--- src/rtl/rede_pkg.sv ---
// rede_pkg -- shared constants and types for the single-neuron core.
//   DATA_W : width of samples and results (signed)
//   WGT_W  : width of the Q1.14 weights (signed)
//   FRAC   : fractional bits of the weights, removed by the final shift
//   ACC_W  : accumulator width, wide enough for four full-scale products
//   PORT_* : one-hot port codes used on req_in / out_en
//   state_t: sequencer states
package rede_pkg;

  localparam int DATA_W = 31;
  localparam int WGT_W  = 16;
  localparam int FRAC   = 14;
  localparam int ACC_W  = 50;

  localparam logic [3:0] PORT_NONE = 4'b0000;
  localparam logic [3:0] PORT_0    = 4'b0001;
  localparam logic [3:0] PORT_1    = 4'b0010;
  localparam logic [3:0] PORT_2    = 4'b0100;
  localparam logic [3:0] PORT_3    = 4'b1000;

  // ST_IDLE is only occupied while reset is held: it is the "RD0 pending"
  // state, so the first edge after release enters RD0 with req_in=0001.
  typedef enum logic [2:0] {
    ST_IDLE,
    ST_RD0,
    ST_RD1,
    ST_RD2,
    ST_RD3,
    ST_ACT,
    ST_OUT
  } state_t;

  // Input-port request presented while the sequencer sits in state s.
  function automatic logic [3:0] req_code(input state_t s);
    logic [3:0] code;
    code = PORT_NONE;
    case (s)
      ST_RD0:  code = PORT_0;
      ST_RD1:  code = PORT_1;
      ST_RD2:  code = PORT_2;
      ST_RD3:  code = PORT_3;
      default: code = PORT_NONE;
    endcase
    return code;
  endfunction

endpackage

--- src/rtl/rede_act.sv ---
// rede_act -- activation stage (purely combinational).
// Takes the full-width weighted sum, removes the Q1.14 fraction with a
// floor (arithmetic) shift, adds the bias at full width, saturates to the
// signed DATA_W range and finally applies ReLU.
//   i_acc : signed accumulator, ACC_W bits
//   o_y   : non-negative result, DATA_W bits
module rede_act
  import rede_pkg::*;
#(
  parameter logic signed [DATA_W-1:0] BIAS = '0
) (
  input  logic signed [ACC_W-1:0]  i_acc,
  output logic signed [DATA_W-1:0] o_y
);

  // One extra bit so the bias add can never wrap.
  localparam int SUM_W = ACC_W + 1;
  localparam logic signed [SUM_W-1:0] SAT_MAX =
    SUM_W'((64'sd1 <<< (DATA_W - 1)) - 64'sd1);
  localparam logic signed [SUM_W-1:0] SAT_MIN = -SAT_MAX - SUM_W'(1);

  logic signed [ACC_W-1:0]  w_shift;
  logic signed [SUM_W-1:0]  w_shift_ext;
  logic signed [SUM_W-1:0]  w_bias_ext;
  logic signed [SUM_W-1:0]  w_sum;
  logic signed [DATA_W-1:0] w_sat;

  assign w_shift     = i_acc >>> FRAC;
  assign w_shift_ext = {w_shift[ACC_W-1], w_shift};
  assign w_bias_ext  = {{(SUM_W - DATA_W){BIAS[DATA_W-1]}}, BIAS};
  assign w_sum       = w_shift_ext + w_bias_ext;

  always_comb begin
    w_sat = w_sum[DATA_W-1:0];
    if (w_sum > SAT_MAX) begin
      w_sat = SAT_MAX[DATA_W-1:0];
    end else if (w_sum < SAT_MIN) begin
      w_sat = SAT_MIN[DATA_W-1:0];
    end
  end

  assign o_y = w_sat[DATA_W-1] ? '0 : w_sat;

endmodule

--- src/rtl/rede_core.sv ---
// rede_core -- single-neuron engine.
// Reads four samples from input ports 0..3 over four cycles, forms
// y = ReLU(sat(((W0*x0 + W1*x1 + W2*x2 + W3*x3) >>> 14) + BIAS)) and
// presents it on output port 0. One result every 6 cycles.
//   clk    : clock, rising edge
//   rst    : asynchronous reset, active low
//   io_in  : signed sample, sampled at the end of each read cycle
//   io_out : registered result, held until the next OUT state
//   req_in : registered one-hot input-port request
//   out_en : registered output-port enable, 0001 in the OUT state only
module rede_core
  import rede_pkg::*;
#(
  parameter logic signed [WGT_W-1:0]  W0   = 16'sd16384,
  parameter logic signed [WGT_W-1:0]  W1   = 16'sd8192,
  parameter logic signed [WGT_W-1:0]  W2   = -16'sd16384,
  parameter logic signed [WGT_W-1:0]  W3   = 16'sd0,
  parameter logic signed [DATA_W-1:0] BIAS = '0
) (
  input  logic                     clk,
  input  logic                     rst,
  input  logic signed [DATA_W-1:0] io_in,
  output logic signed [DATA_W-1:0] io_out,
  output logic        [3:0]        req_in,
  output logic        [3:0]        out_en
);

  state_t                   r_state;
  state_t                   w_state_next;
  logic signed [ACC_W-1:0]  r_acc;
  logic signed [DATA_W-1:0] r_io_out;
  logic        [3:0]        r_req;
  logic        [3:0]        r_out_en;

  logic signed [WGT_W-1:0]  w_wgt;
  logic signed [ACC_W-1:0]  w_wgt_ext;
  logic signed [ACC_W-1:0]  w_x_ext;
  logic signed [ACC_W-1:0]  w_prod;
  logic signed [DATA_W-1:0] w_act;

  // Next state and the weight belonging to the port being read now.
  always_comb begin
    w_state_next = r_state;
    w_wgt        = '0;
    case (r_state)
      ST_IDLE: w_state_next = ST_RD0;
      ST_RD0: begin
        w_state_next = ST_RD1;
        w_wgt        = W0;
      end
      ST_RD1: begin
        w_state_next = ST_RD2;
        w_wgt        = W1;
      end
      ST_RD2: begin
        w_state_next = ST_RD3;
        w_wgt        = W2;
      end
      ST_RD3: begin
        w_state_next = ST_ACT;
        w_wgt        = W3;
      end
      ST_ACT:  w_state_next = ST_OUT;
      ST_OUT:  w_state_next = ST_RD0;
      default: w_state_next = ST_IDLE;
    endcase
  end

  // Both operands widened to the accumulator width so the product is exact.
  assign w_wgt_ext = {{(ACC_W - WGT_W){w_wgt[WGT_W-1]}}, w_wgt};
  assign w_x_ext   = {{(ACC_W - DATA_W){io_in[DATA_W-1]}}, io_in};
  assign w_prod    = w_wgt_ext * w_x_ext;

  rede_act #(
    .BIAS (BIAS)
  ) u_act (
    .i_acc (r_acc),
    .o_y   (w_act)
  );

  always_ff @(posedge clk or negedge rst) begin
    if (!rst) begin
      r_state  <= ST_IDLE;
      r_acc    <= '0;
      r_io_out <= '0;
      r_req    <= PORT_NONE;
      r_out_en <= PORT_NONE;
    end else begin
      r_state <= w_state_next;
      // Outputs are registered from the next state so they line up with it.
      r_req    <= req_code(w_state_next);
      r_out_en <= (w_state_next == ST_OUT) ? PORT_0 : PORT_NONE;
      case (r_state)
        ST_RD0:                 r_acc <= w_prod;
        ST_RD1, ST_RD2, ST_RD3: r_acc <= r_acc + w_prod;
        default:                r_acc <= r_acc;
      endcase
      // The accumulator is complete during ACT; the result lands as OUT starts.
      if (r_state == ST_ACT) begin
        r_io_out <= w_act;
      end
    end
  end

  assign io_out = r_io_out;
  assign req_in = r_req;
  assign out_en = r_out_en;

endmodule

--- config.mk ---
export PLATFORM = sky130hd
export DESIGN_NAME = rede_core
export DESIGN_NICKNAME = d
export VERILOG_FILES = /design/src/rtl/rede_pkg.sv /design/src/rtl/rede_act.sv /design/src/rtl/rede_core.sv
export SDC_FILE = /design/constraint.sdc
export NUM_CORES = 1
export LEC_CHECK = 0
export BUFFER_PORTS_ARGS = -buffer_cell sky130_fd_sc_hd__buf_2
export CAP_MARGIN = 0
export CORE_MARGIN = 5
export CORE_UTILIZATION = 35
export CTS_CLUSTER_SIZE = 40
export DETAILED_ROUTE_END_ITERATION = 8
export GPL_ROUTABILITY_DRIVEN = 0
export PLACE_DENSITY_LB_ADDON = 0.05
export SKIP_CTS_REPAIR_TIMING = 1
export SLEW_MARGIN = 20
export SYNTH_ARGS = -nofsm -noshare
export SYNTH_HDL_FRONTEND = slang
export SYNTH_HIERARCHICAL = 1
export SYNTH_SLANG_ARGS = --single-unit
--- constraint.sdc ---
create_clock -name clk -period 8.4 [get_ports clk]
set_input_delay 0.84 -clock clk [delete_from_list [all_inputs] [get_ports clk]]
set_output_delay 0.84 -clock clk [all_outputs]
set_load 0.02 [all_outputs]
Word-level counts from Yosys, hierarchy flattened
Cells that the tools add are included.

Bits of input ports: 33. Logic and storage cells: 32. Register bits after elaboration: 89.

Reduce and logical (&&, ||, !) cells: 4. Magnitude comparators: 2. Multiplexer cells: 8. $add $sub $neg: 1. $mul: 1. Equal/unequal tests: 11.

Operator list (count): $pmux W50 S2 (1); $mux W31 (2); $add A50 B47 Y50 (1); $pmux W16 S3 (1); $mul A16 B31 Y47 (1); $gt A36 B31 Y1 const B (1); $lt A36 B31 Y1 const B (1); $mux W30 (1); $pmux W3 S6 (1); $pmux W4 S4 (1); $eq A3 B3 Y1 const B (5); $eq A3 B2 Y1 const B (4); $eq A3 B1 Y1 const B (2); $logic_not A3 Y1 (1); $reduce_or A3 Y1 (1); $reduce_bool A2 Y1 (1); $reduce_or A2 Y1 (1); $mux W1 (1).

Depth between registers and ports, before layout
Depth in word-level cells: 5. Gate-level depth with buffers: 36. Gate-level depth less buffers: 33.

Hierarchy
The synthesis kept the hierarchy.

By module, submodules not included: rede_core (area each 9990.8 sq um, instances 1, cells each 1190, seq. area each 1901.8 sq um); rede_act (area each 362.8 sq um, instances 1, cells each 72, seq. area each 0.0 sq um).

Least setup slack after synthesis
No wires, ideal clock.

Path kind: reg-to-reg. Start point: register r_state[0]. End point: register r_acc[47]. Data arrival time: 6.717 ns. Cell stages (with the launch flop): 33. Library setup time: 0.126 ns. Data required time: 8.274 ns. Slack: 1.557 ns. Clock period less this slack: 6.843 ns. Cells stage by stage: dfrtp_1 -> clkbuf_1 -> inv_1 -> nor2_1 -> nand2_1 -> inv_1 -> clkbuf_1 -> nand2b_1 -> fa_1 -> inv_1 -> ha_1 -> xor2_1 -> and3_1 -> ha_1 -> ha_1 -> ha_1 -> o211ai_1 -> a21oi_1 -> a211oi_1 -> o221ai_1 -> nor2_1 -> o21ai_0 -> a21oi_1 -> xnor2_1 -> ha_1 -> clkbuf_1 -> nand4_1 -> nor3_1 -> a21oi_4 -> nor3_1 -> o21bai_2 -> xnor2_1 -> a221o_1.

Cells in the longest elaborated chain, start to end: 5. Elaborated cells on any way between the ends: 10. Those cells by class: add/sub: 1; mul: 1; eq/ne: 4; mux: 2; reduce/logical: 2.

RTL lines: start, declared (RTL line rede_core.sv:28) `state_t r_state;`; start signal, assigned (RTL line rede_core.sv:89) `r_state <= w_state_next;`; $eq A3 B2 Y1 or $eq A3 B1 Y1 (tied branches) (RTL line rede_core.sv:45, rede_core.sv:93); $pmux W16 S3 (RTL line rede_core.sv:45) `case (r_state)`; $mul A16 B31 Y47 (RTL line rede_core.sv:72) `assign w_prod = w_wgt_ext * w_x_ext;`; $add A50 B47 Y50 (RTL line rede_core.sv:95) `ST_RD1, ST_RD2, ST_RD3: r_acc <= r_acc + w_prod;`; $pmux W50 S2 (RTL line rede_core.sv:93) `case (r_state)`; end signal, assigned (RTL line rede_core.sv:94) `ST_RD0: r_acc <= w_prod;`; end signal, assigned (RTL line rede_core.sv:95); end signal, assigned (RTL line rede_core.sv:96) `default: r_acc <= r_acc;`; end, declared (RTL line rede_core.sv:30) `logic signed [ACC_W-1:0] r_acc;`.

Several ways; a longest one is shown, not always the timed one. A chain may end at the register's enable or synchronous reset.

Final worst setup path
Start point: register r_state[0]. End point: register r_acc[49].

Same word-level chain as after synthesis.

==> qor.csv <==
metric,value,unit
status,"complete, no violations",
ys_ff_latch,76,
cts_tree,built,
cts_made_buffers,9,
pwr-share-comb,0.538,
grt_pass1_wl,42.67,mm
p_seq_frac,0.282,
slew_headroom,0.3029,
die_w,182.0,µm
die_area,33120,µm²
grt_setup_unrepaired,no,
startpoint_type,flip-flop,
firstDrtPassIters,5,
tns,0,ns
power.density,215.3,nW/µm²
clk_pin_slew,0.07,ns
totalWireLength,24.68,mm
p_sw,1130,µW
critical_path_class,reg2reg,
synth_ff_type,dfrtp_1,
synthTopCellsByArea,"ha_1 24%, dfrtp_1 18%, nand2_1 8.0%",
track_usage,0.1516,
ir_worst_vdd,96.75,µV
fmax,133.8,MHz
worst_setup_path_end_kind,flip-flop,
report.final.hold_viol_count,0,
syn_area_per_cell,8.204,µm²
grt_pass1_vias,8947,
final_layout_size_suffix_gt1_frac,0.09946,
synth_top_cell_by_area,ha_1,
p_int,1313,µW
drv_cap,0,
finalCritPeriodShare,0.8900,
num_vias,8663,
cts_root_buffer,clkbuf_16,
final_max_slew_viol_count,0,
ys_types,75,
final_common_cell,nand2_1,
core,29400,µm²
die_h,182.0,µm
synthesis.area,10350,µm²
ctsHtreeMaxLevel,3,
routedWlPerCell,14.54,µm
final_cell_mix,"222 x nand2_1, 202 x ha_1, 101 x a21oi_1",
synth_enable_flop_cells,0,
postSynthCellCount,1262,
finClkSkew,0.005512,ns
max_stage_delay,0.54,ns
numPortBuffers,68,
worstMarginPinSlew,1.045,ns
grt_overflow,0,
crit_slowest_cell,fa_1,
grt_max_degree,44,
cts.sinks,76,
cp_max_fo,31,
ant_nets,0,
crit_top_cell,ha_1,
antenna_cells,0,
yosysWarnings,6,
hold_class,in2async,
required,8.65,ns
clock_latency,0.35,ns
place_hpwl,20.12,mm
setup_viol,0,
drt_iter0_drc,281,
ctsLongestPathBuffers,2,
fin_nets,1568,
min_period,7.476,ns
swShare,0.4625,
drcViolationCount,0,
rows,63,
p_leak,0.005941,µW
cp_data_arrival_time,7.73,ns
initial_core_util,0.3521,
yosysSeqAreaShare,0.1837,
viasPerCell,5.105,
pwr-share-clk,0.180,
synth_top_area_frac,0.2441,
synthToLayoutAreaGrowth,9.595,%
num_io_pins,72,
antenna_found_initial,0,
async_flop_share,1.000,
finalPower,2443,µW
[cell families (layout without fill, tap and decap cells)]
logic type	after synthesis	count (layout)	share of synthesized area
buffers and inverters	126	169	0.05112
AOI/OAI and AO/OA	284	284	0.1818
other	2	4	0.0007253
and+or+nand+nor	445	445	0.1960
adders and majority gates	233	233	0.3040
xor gates and xnor gates	92	92	0.07855
muxes	4	4	0.004109
DFF	76	76	0.1837
[per-layer routing]
layer  global-route usage  vias up  routed length (µm)
met2               0.2836       73               12920
li1                     -     4442                   -
met1               0.1886     4131               11070
met3              0.02003       17                 459
met4              0.02252        0                 224
met5                    0        -                   0
[cells in the mapped netlist (3+ instances only)]
library cell  number
a221o_1            5
buf_2              8
clkbuf_1          30
nand2b_1          42
xor2_1            35
nand2_1          222
nor2b_1            7
a211o_1            3
dfrtp_1           76
a211oi_1          13
a211oi_2           3
nor3_1            19
a31oi_1           11
o21ai_1            7
o22ai_1           11
o211ai_1           4
o21ai_0           41
buf_1              3
o21bai_1           4
buf_4              4
and3_1            19
xnor2_1           56
ha_1             202
a22oi_1           13
or3_1              4
a21o_1            32
o21ai_2            3
and2_1             6
nand3b_1           5
o21a_1             6
a21oi_2            3
a21oi_1          101
fa_1              31
or2_2              3
inv_1             75
nand3_1           18
nor2_1            81
o221ai_1           3
buf_6              4
nand4_1            7
[per-stage QoR]
| stage | utilization | std cells | setup WS [ns] | hold slack, ns | instance area [µm²] |
|---|---|---|---|---|---|
| global route | 0.3859 | 1697 | 0.2346 | 0.4712 | 11350 |
| floorplan | - | 1264 | 1.557 | 0.4735 | 10360 |
| CTS | 0.3859 | 1697 | 0.8925 | 0.4469 | 11350 |
| finish | 0.3859 | 1697 | 0.9241 | 0.4339 | 11350 |
| detailed placement | 0.3749 | 1681 | 0.9412 | 0.4577 | 11020 |
| global placement | 0.3749 | 1681 | 1.020 | 0.4548 | 11020 |
[layout make-up]
cell class                 count  area [µm²]
timing repair buffer          77       410.4
clock inverter                 7       97.59
fill                        3136       18050
sequential                    76        1903
multi-input combinational   1062        7938
clock buffer                   9       225.2
tap                          390       488.0
inverter                      76       285.3
[power groups by stage]
stage | Combinational [µW] | Sequential [µW] | Clock, µW
3_3_place_gp | 1320 | 701 | 0
5_1_grt | 1480 | 721 | 466
3_5_place_dp | 1310 | 700 | 0
4_1_cts | 1320 | 695 | 454
6_report | 1310 | 688 | 440
2_1_floorplan | 953 | 713 | 0
[worst max-delay path: cells and delay by family (launching register included)]
kind | cells | cell delay [ns]
compound gates | 8 | 1.66
xor+xnor | 2 | 0.35
fa+ha+maj | 6 | 2.23
buf+inv | 4 | 0.57
flops | 1 | 0.50
simple gates | 12 | 2.01
[registers in the layout, summed over array words and instances (netlist names)]
name and flops:
req_in 4, io_out 31, out_en 1, r_acc 37, r_state 3
[worst paths after layout]
kind	startpoint	endpoint	slack [ns]	cells after the start
max in group asynchronous	rst	r_acc[44]	6.97	2
min in group clk	io_out[13]	io_out[13]	0.47	2
setup / recovery	r_state[0]	r_acc[49]	0.92	32
hold / removal	rst	io_out[21]	0.43	1
hold reg to reg	io_out[13]	io_out[13]	0.47	2
setup reg to reg	r_state[0]	r_acc[49]	0.92	32
(Power assumes the default switching activity.)
